**config.mk**
```make
export PLATFORM = sky130hd
export DESIGN_NAME = tio_wb_cmd_master
export DESIGN_NICKNAME = d
export VERILOG_FILES = /design/src/rtl/tio_wb_pkg.sv /design/src/rtl/tio_wb_cmd_master.sv
export SDC_FILE = /design/constraint.sdc
export NUM_CORES = 1
export LEC_CHECK = 0
export BUFFER_PORTS_ARGS = -buffer_cell sky130_fd_sc_hd__buf_2
export CORE_UTILIZATION = 42
export CTS_BUF_LIST = sky130_fd_sc_hd__clkbuf_4 sky130_fd_sc_hd__clkbuf_8
export CTS_CLUSTER_SIZE = 8
export DETAILED_ROUTE_END_ITERATION = 7
export GPL_ROUTABILITY_DRIVEN = 0
export HOLD_SLACK_MARGIN = 0.1
export PLACE_DENSITY = 0.72
export SLEW_MARGIN = 10
export SYNTH_ARGS = -nofsm -noshare
export SYNTH_HDL_FRONTEND = slang
export SYNTH_SLANG_ARGS = --single-unit
```
**constraint.sdc**
```tcl
create_clock -name wb_clk_i -period 4.6 [get_ports wb_clk_i]
set_clock_uncertainty 0.2 [all_clocks]
set_input_delay 1.38 -clock wb_clk_i [delete_from_list [all_inputs] [get_ports wb_clk_i]]
set_output_delay 1.38 -clock wb_clk_i [all_outputs]
set_load 0.02 [all_outputs]
```
**src/rtl/tio_wb_pkg.sv**
```systemverilog
// Shared types for the TURFIO Wishbone initiators: response status codes,
// initiator FSM states and the fixed byte-select value.
package tio_wb_pkg;

   typedef enum logic [1:0] {
      ST_ACK     = 2'd0,
      ST_ERR     = 2'd1,
      ST_RTY     = 2'd2,
      ST_TIMEOUT = 2'd3
   } rsp_status_e;

   typedef enum logic [1:0] {
      S_IDLE = 2'd0,
      S_BUS  = 2'd1,
      S_GAP  = 2'd2,
      S_RESP = 2'd3
   } wb_state_e;

   localparam logic [3:0] WB_SEL_ALL = 4'hF;

endpackage

```
**src/rtl/tio_wb_cmd_master.sv**
```systemverilog
// Command-stream to Wishbone classic-cycle initiator. One command in flight,
// exactly one response per command, with bounded retry and a bus timeout so a
// dead target can never stall the command path.
module tio_wb_cmd_master
   import tio_wb_pkg::*;
#(
   parameter int unsigned ADDR_WIDTH     = 22,
   parameter int unsigned TIMEOUT_CYCLES = 1024,
   parameter int unsigned MAX_RETRY      = 3
) (
   input  logic                  wb_clk_i,
   input  logic                  wb_rst_n_i,
   // command stream
   input  logic                  cmd_valid_i,
   output logic                  cmd_ready_o,
   input  logic                  cmd_we_i,
   input  logic [ADDR_WIDTH-1:0] cmd_adr_i,
   input  logic [31:0]           cmd_dat_i,
   // response stream
   output logic                  rsp_valid_o,
   input  logic                  rsp_ready_i,
   output logic [31:0]           rsp_dat_o,
   output logic [1:0]            rsp_status_o,
   output logic                  busy_o,
   // Wishbone initiator
   output logic                  wb_cyc_o,
   output logic                  wb_stb_o,
   output logic                  wb_we_o,
   output logic [ADDR_WIDTH-1:0] wb_adr_o,
   output logic [31:0]           wb_dat_o,
   output logic [3:0]            wb_sel_o,
   input  logic [31:0]           wb_dat_i,
   input  logic                  wb_ack_i,
   input  logic                  wb_err_i,
   input  logic                  wb_rty_i
);

   localparam int unsigned TW = $clog2(TIMEOUT_CYCLES + 1);
   localparam int unsigned RW = (MAX_RETRY > 0) ? $clog2(MAX_RETRY + 1) : 1;

   // Word-aligned address: the two byte-offset bits are forced to zero.
   localparam logic [ADDR_WIDTH-1:0] ADR_MASK = {{(ADDR_WIDTH-2){1'b1}}, 2'b00};

   wb_state_e   state;
   rsp_status_e rsp_status;
   logic [TW-1:0] tmo_cnt;
   logic [RW-1:0] retry_cnt;
   logic          cyc_q;

   assign wb_cyc_o     = cyc_q;
   assign wb_stb_o     = cyc_q;
   assign wb_sel_o     = WB_SEL_ALL;
   assign rsp_status_o = rsp_status;
   assign busy_o       = (state != S_IDLE);

   // Command FSM: accepts a command, runs the bus cycle with retry/timeout,
   // then holds the response until consumed. All outputs are registered.
   always_ff @(posedge wb_clk_i or negedge wb_rst_n_i) begin
      if (!wb_rst_n_i) begin
         state       <= S_IDLE;
         cmd_ready_o <= 1'b0;
         rsp_valid_o <= 1'b0;
         rsp_dat_o   <= '0;
         rsp_status  <= ST_ACK;
         cyc_q       <= 1'b0;
         wb_we_o     <= 1'b0;
         wb_adr_o    <= '0;
         wb_dat_o    <= '0;
         tmo_cnt     <= '0;
         retry_cnt   <= '0;
      end else begin
         case (state)
            S_IDLE: begin
               if (cmd_ready_o && cmd_valid_i) begin
                  cmd_ready_o <= 1'b0;
                  wb_we_o     <= cmd_we_i;
                  wb_adr_o    <= cmd_adr_i & ADR_MASK;
                  wb_dat_o    <= cmd_dat_i;
                  tmo_cnt     <= '0;
                  retry_cnt   <= '0;
                  cyc_q       <= 1'b1;
                  state       <= S_BUS;
               end else begin
                  cmd_ready_o <= 1'b1;
               end
            end

            S_BUS: begin
               if (wb_err_i) begin
                  cyc_q       <= 1'b0;
                  rsp_status  <= ST_ERR;
                  rsp_dat_o   <= '0;
                  rsp_valid_o <= 1'b1;
                  state       <= S_RESP;
               end else if (wb_ack_i) begin
                  cyc_q       <= 1'b0;
                  rsp_status  <= ST_ACK;
                  rsp_dat_o   <= wb_we_o ? '0 : wb_dat_i;
                  rsp_valid_o <= 1'b1;
                  state       <= S_RESP;
               end else if (wb_rty_i) begin
                  cyc_q <= 1'b0;
                  if (retry_cnt < RW'(MAX_RETRY)) begin
                     retry_cnt <= retry_cnt + 1'b1;
                     state     <= S_GAP;
                  end else begin
                     rsp_status  <= ST_RTY;
                     rsp_dat_o   <= '0;
                     rsp_valid_o <= 1'b1;
                     state       <= S_RESP;
                  end
               end else if (tmo_cnt == TW'(TIMEOUT_CYCLES - 1)) begin
                  cyc_q       <= 1'b0;
                  rsp_status  <= ST_TIMEOUT;
                  rsp_dat_o   <= '0;
                  rsp_valid_o <= 1'b1;
                  state       <= S_RESP;
               end else begin
                  tmo_cnt <= tmo_cnt + 1'b1;
               end
            end

            S_GAP: begin
               // Re-issue the latched command after one idle bus cycle.
               tmo_cnt <= '0;
               cyc_q   <= 1'b1;
               state   <= S_BUS;
            end

            S_RESP: begin
               if (rsp_ready_i) begin
                  rsp_valid_o <= 1'b0;
                  cmd_ready_o <= 1'b1;
                  state       <= S_IDLE;
               end
            end

            default: begin
               cyc_q <= 1'b0;
               state <= S_IDLE;
            end
         endcase
      end
   end

endmodule

```
==> reports/metrics.yaml <==
clocking:
  insertion_delay_ns: 0.36
  cts_root_buf: "clkbuf_8"
  h-tree-depth: 3
  post_cts_buffers: 0
  cts_resized: 0
  numCtsBuffers: 9
  path_clk_slew_ns: 0.09
  cts_num_sinks: 105
  hold_buffers: 0
  cts_tree: "built"
  clockBufferDepth: 2
global_routing:
  grt_pass1_wl_mm: 16.2
  grt_pass1_vias: 3411
  antenna_found_initial: 0
  grt-ovfl-total: 0
  grt_max_degree: 58
  grt_use_total_pct: 18.6
synthesis:
  synth_top_area_share_pct: 58.1
  post_synth.cell_area_avg_um2: 12.2
  ys_types: 37
  synth_area_leaders: "dfrtp_1, mux2_2, mux2i_1"
  synth-seq-area-share_pct: 58.1
  yosysWarnings: 0
  syn_area_um2: 4520
  ys_ff_latch: 105
  synthCells: 369
  synth_top_area_cell: "dfrtp_1"
floorplanning:
  floorplan.io_pins: 192
  die_h_um: 106
  num_rows: 37
  die_area_um2: 11200
  dieWidth_um: 106
  core_um2: 10400
  initial_utilization_pct: 43.6
cells_and_area:
  design_area_um2: 5740
  nNetsFinal: 645
  final_util_pct: 55.3
  final-seq-area_um2: 2630
  n_antenna_cell: 0
  final_cell_mix: "buf_2, dfrtp_1, mux2_2"
  fillers: 910
  multi_input_area_um2: 1640
  syn_to_final_growth_pct: 26.9
  final_layout_size_suffix_gt1_share_pct: 47.8
  final_common_cell: "buf_2"
timing:
  tightest_slew_ns: 0.736
  clock.fmax_mhz: 317
  drv_slew: 0
  min_period_over_period_pct: 68.7
  rsz0062_at_grt: "no"
  finalSetupViolCount: 0
  timing.setup.tns_ns: 0
  min_period_ns: 3.16
  slew_headroom_pct: 50.6
  fin_ws_ns: 1.44
  hold_viol_final: 0
critical_path:
  criticalPathCategory: "input port to register"
  crit_path_max_fanout: 23
  cp-end-kind: "register"
  cp.depth: 6
  critPathArrivalTime_ns: 3.24
  cpPeakStageDelay_ns: 0.47
  start_kind: "input port"
  critPathBufInv: 2
  worst_ep_required_time_ns: 4.68
  crit_path_cell_trace: "buf_2 -> nor3_1 -> nor2_1 -> o21bai_4 -> buf_4 -> mux2i_1"
  reg2regPathDepth: 5
  path_delay_family: "buffers and inverters"
  reg2reg_slack_ns: 1.92
  slowest_stage: "o21bai_4"
drt:
  ant_nets: 0
  routed_wl_mm: 9.97
  drtIter0Drc: 116
  drc: 0
  post_drt_wl_per_cell_um: 14.4
  num_vias: 3326
  dr.pass1.iters: 4
  viasPerCell: 4.82
place:
  dp_slack_ns: 1.03
  dpl-instance-area_um2: 5540
  dp_hpwl_mm: 7.47
  portBuffers: 183
hold_path:
  holdCritPathClass: "register to register"
  min_path_cells: 2
power:
  p_per_area_nw_per_um2: 667
  leakagePower_nw: 2.94
  ir_worst_vdd_v: 0.000364
flow_run:
  drv_cap: 0
outcome:
  status: "finished clean"
==> cell families (layout without fill, tap and decap cells) <==
kind of cell	Yosys count	in the layout	share of synthesized area, %
DFF	105	105	58.1
muxes	87	87	20.8
and+or+nand+nor	79	79	8.39
buffers and inverters	58	239	6.34
AOI/OAI and AO/OA	36	36	5.62
adders and majority gates	2	2	0.554
other	2	6	0.166
==> metrics by stage <==
step	std cells	power, W	hold slack [ns]
2_1_floorplan	373	0.00271	0.265
3_3_place_gp	674	0.00323	0.263
3_5_place_dp	674	0.00329	0.279
4_1_cts	690	0.00388	0.306
5_1_grt	690	0.00408	0.320
6_report	690	0.00382	0.303
==> tightest hold or removal path, delay by kind of cell (launching register included) <==
kind	cells	cell delay, ns
flip-flops	1	0.36
AND/OR/NAND/NOR	2	0.11
==> report_power, final <==
part | switching [W] | internal (W)
combinational | 0.00103 | 0.000694
clock | 0.000321 | 0.000257
sequential | 0.000215 | 0.00131
total | 0.00156 | 0.00226
==> worst paths after layout <==
kind	from	to
max reg2reg	state[1]	rsp_dat_o[23]
min in group asynchronous	wb_rst_n_i	tmo_cnt[2]
min	rsp_valid_o	rsp_valid_o
min reg2reg	rsp_valid_o	rsp_valid_o
max in group asynchronous	wb_rst_n_i	wb_adr_o[5]
max	wb_rty_i	rsp_dat_o[23]
==> cell usage after synthesis <==
| cell | instances |
|---|---|
| dfrtp_1 | 105 |
| mux2_2 | 55 |
| nand2_1 | 43 |
| inv_1 | 35 |
| mux2i_1 | 32 |
| o31ai_1 | 10 |
| nor2_1 | 9 |
| o21ai_0 | 9 |
| buf_4 | 8 |
| buf_2 | 7 |
| nand4_1 | 5 |
| a21oi_1 | 4 |
| and2_1 | 4 |
| buf_6 | 4 |
| clkbuf_1 | 4 |
| nand3_1 | 4 |
| nor3_1 | 3 |
| a31oi_1 | 2 |
| a41oi_1 | 2 |
| conb_1 | 2 |
| ha_1 | 2 |
| nand2b_1 | 2 |
| nand3b_1 | 2 |
| nor2b_1 | 2 |
| o21bai_1 | 2 |
| a211o_1 | 1 |
| a21boi_0 | 1 |
| and3_1 | 1 |
| and4_1 | 1 |
| nor3b_1 | 1 |
| nor4_4 | 1 |
| nor4b_1 | 1 |
| o211ai_1 | 1 |
| o211ai_2 | 1 |
| o21a_1 | 1 |
| o41ai_1 | 1 |
| o41ai_2 | 1 |
==> registers in the layout, summed over array words and instances (netlist names) <==
| name | flops |
|---|---|
| cmd_ready_o | 1 |
| retry_cnt | 2 |
| rsp_dat_o | 32 |
| rsp_status_o | 2 |
| rsp_valid_o | 1 |
| state | 2 |
| tmo_cnt | 11 |
| wb_adr_o | 20 |
| wb_cyc_o | 1 |
| wb_dat_o | 32 |
| wb_we_o | 1 |
==> per-layer routing <==
layer / track usage (%) / share of wire (%) / wire length [um] / vias to the layer above
li1: - / - / - / 1597
met1: 22.4 / 40 / 4040 / 1585
met2: 30.5 / 50 / 4960 / 129
met3: 6.93 / 8.3 / 830 / 15
met4: 6.55 / 1.4 / 144 / 0
met5: 0 / 0 / 0 / -
==> area by class of cell <==
class,count,area share (%)
Inverter,35,2.29
Clock inverter,7,1.35
Multi-Input combinational cell,210,28.5
Sequential cell,105,45.8
Clock buffer,9,2.16
Timing Repair Buffer,188,16.9
Tap cell,136,2.97
Power figures use the tool's default switching activity.
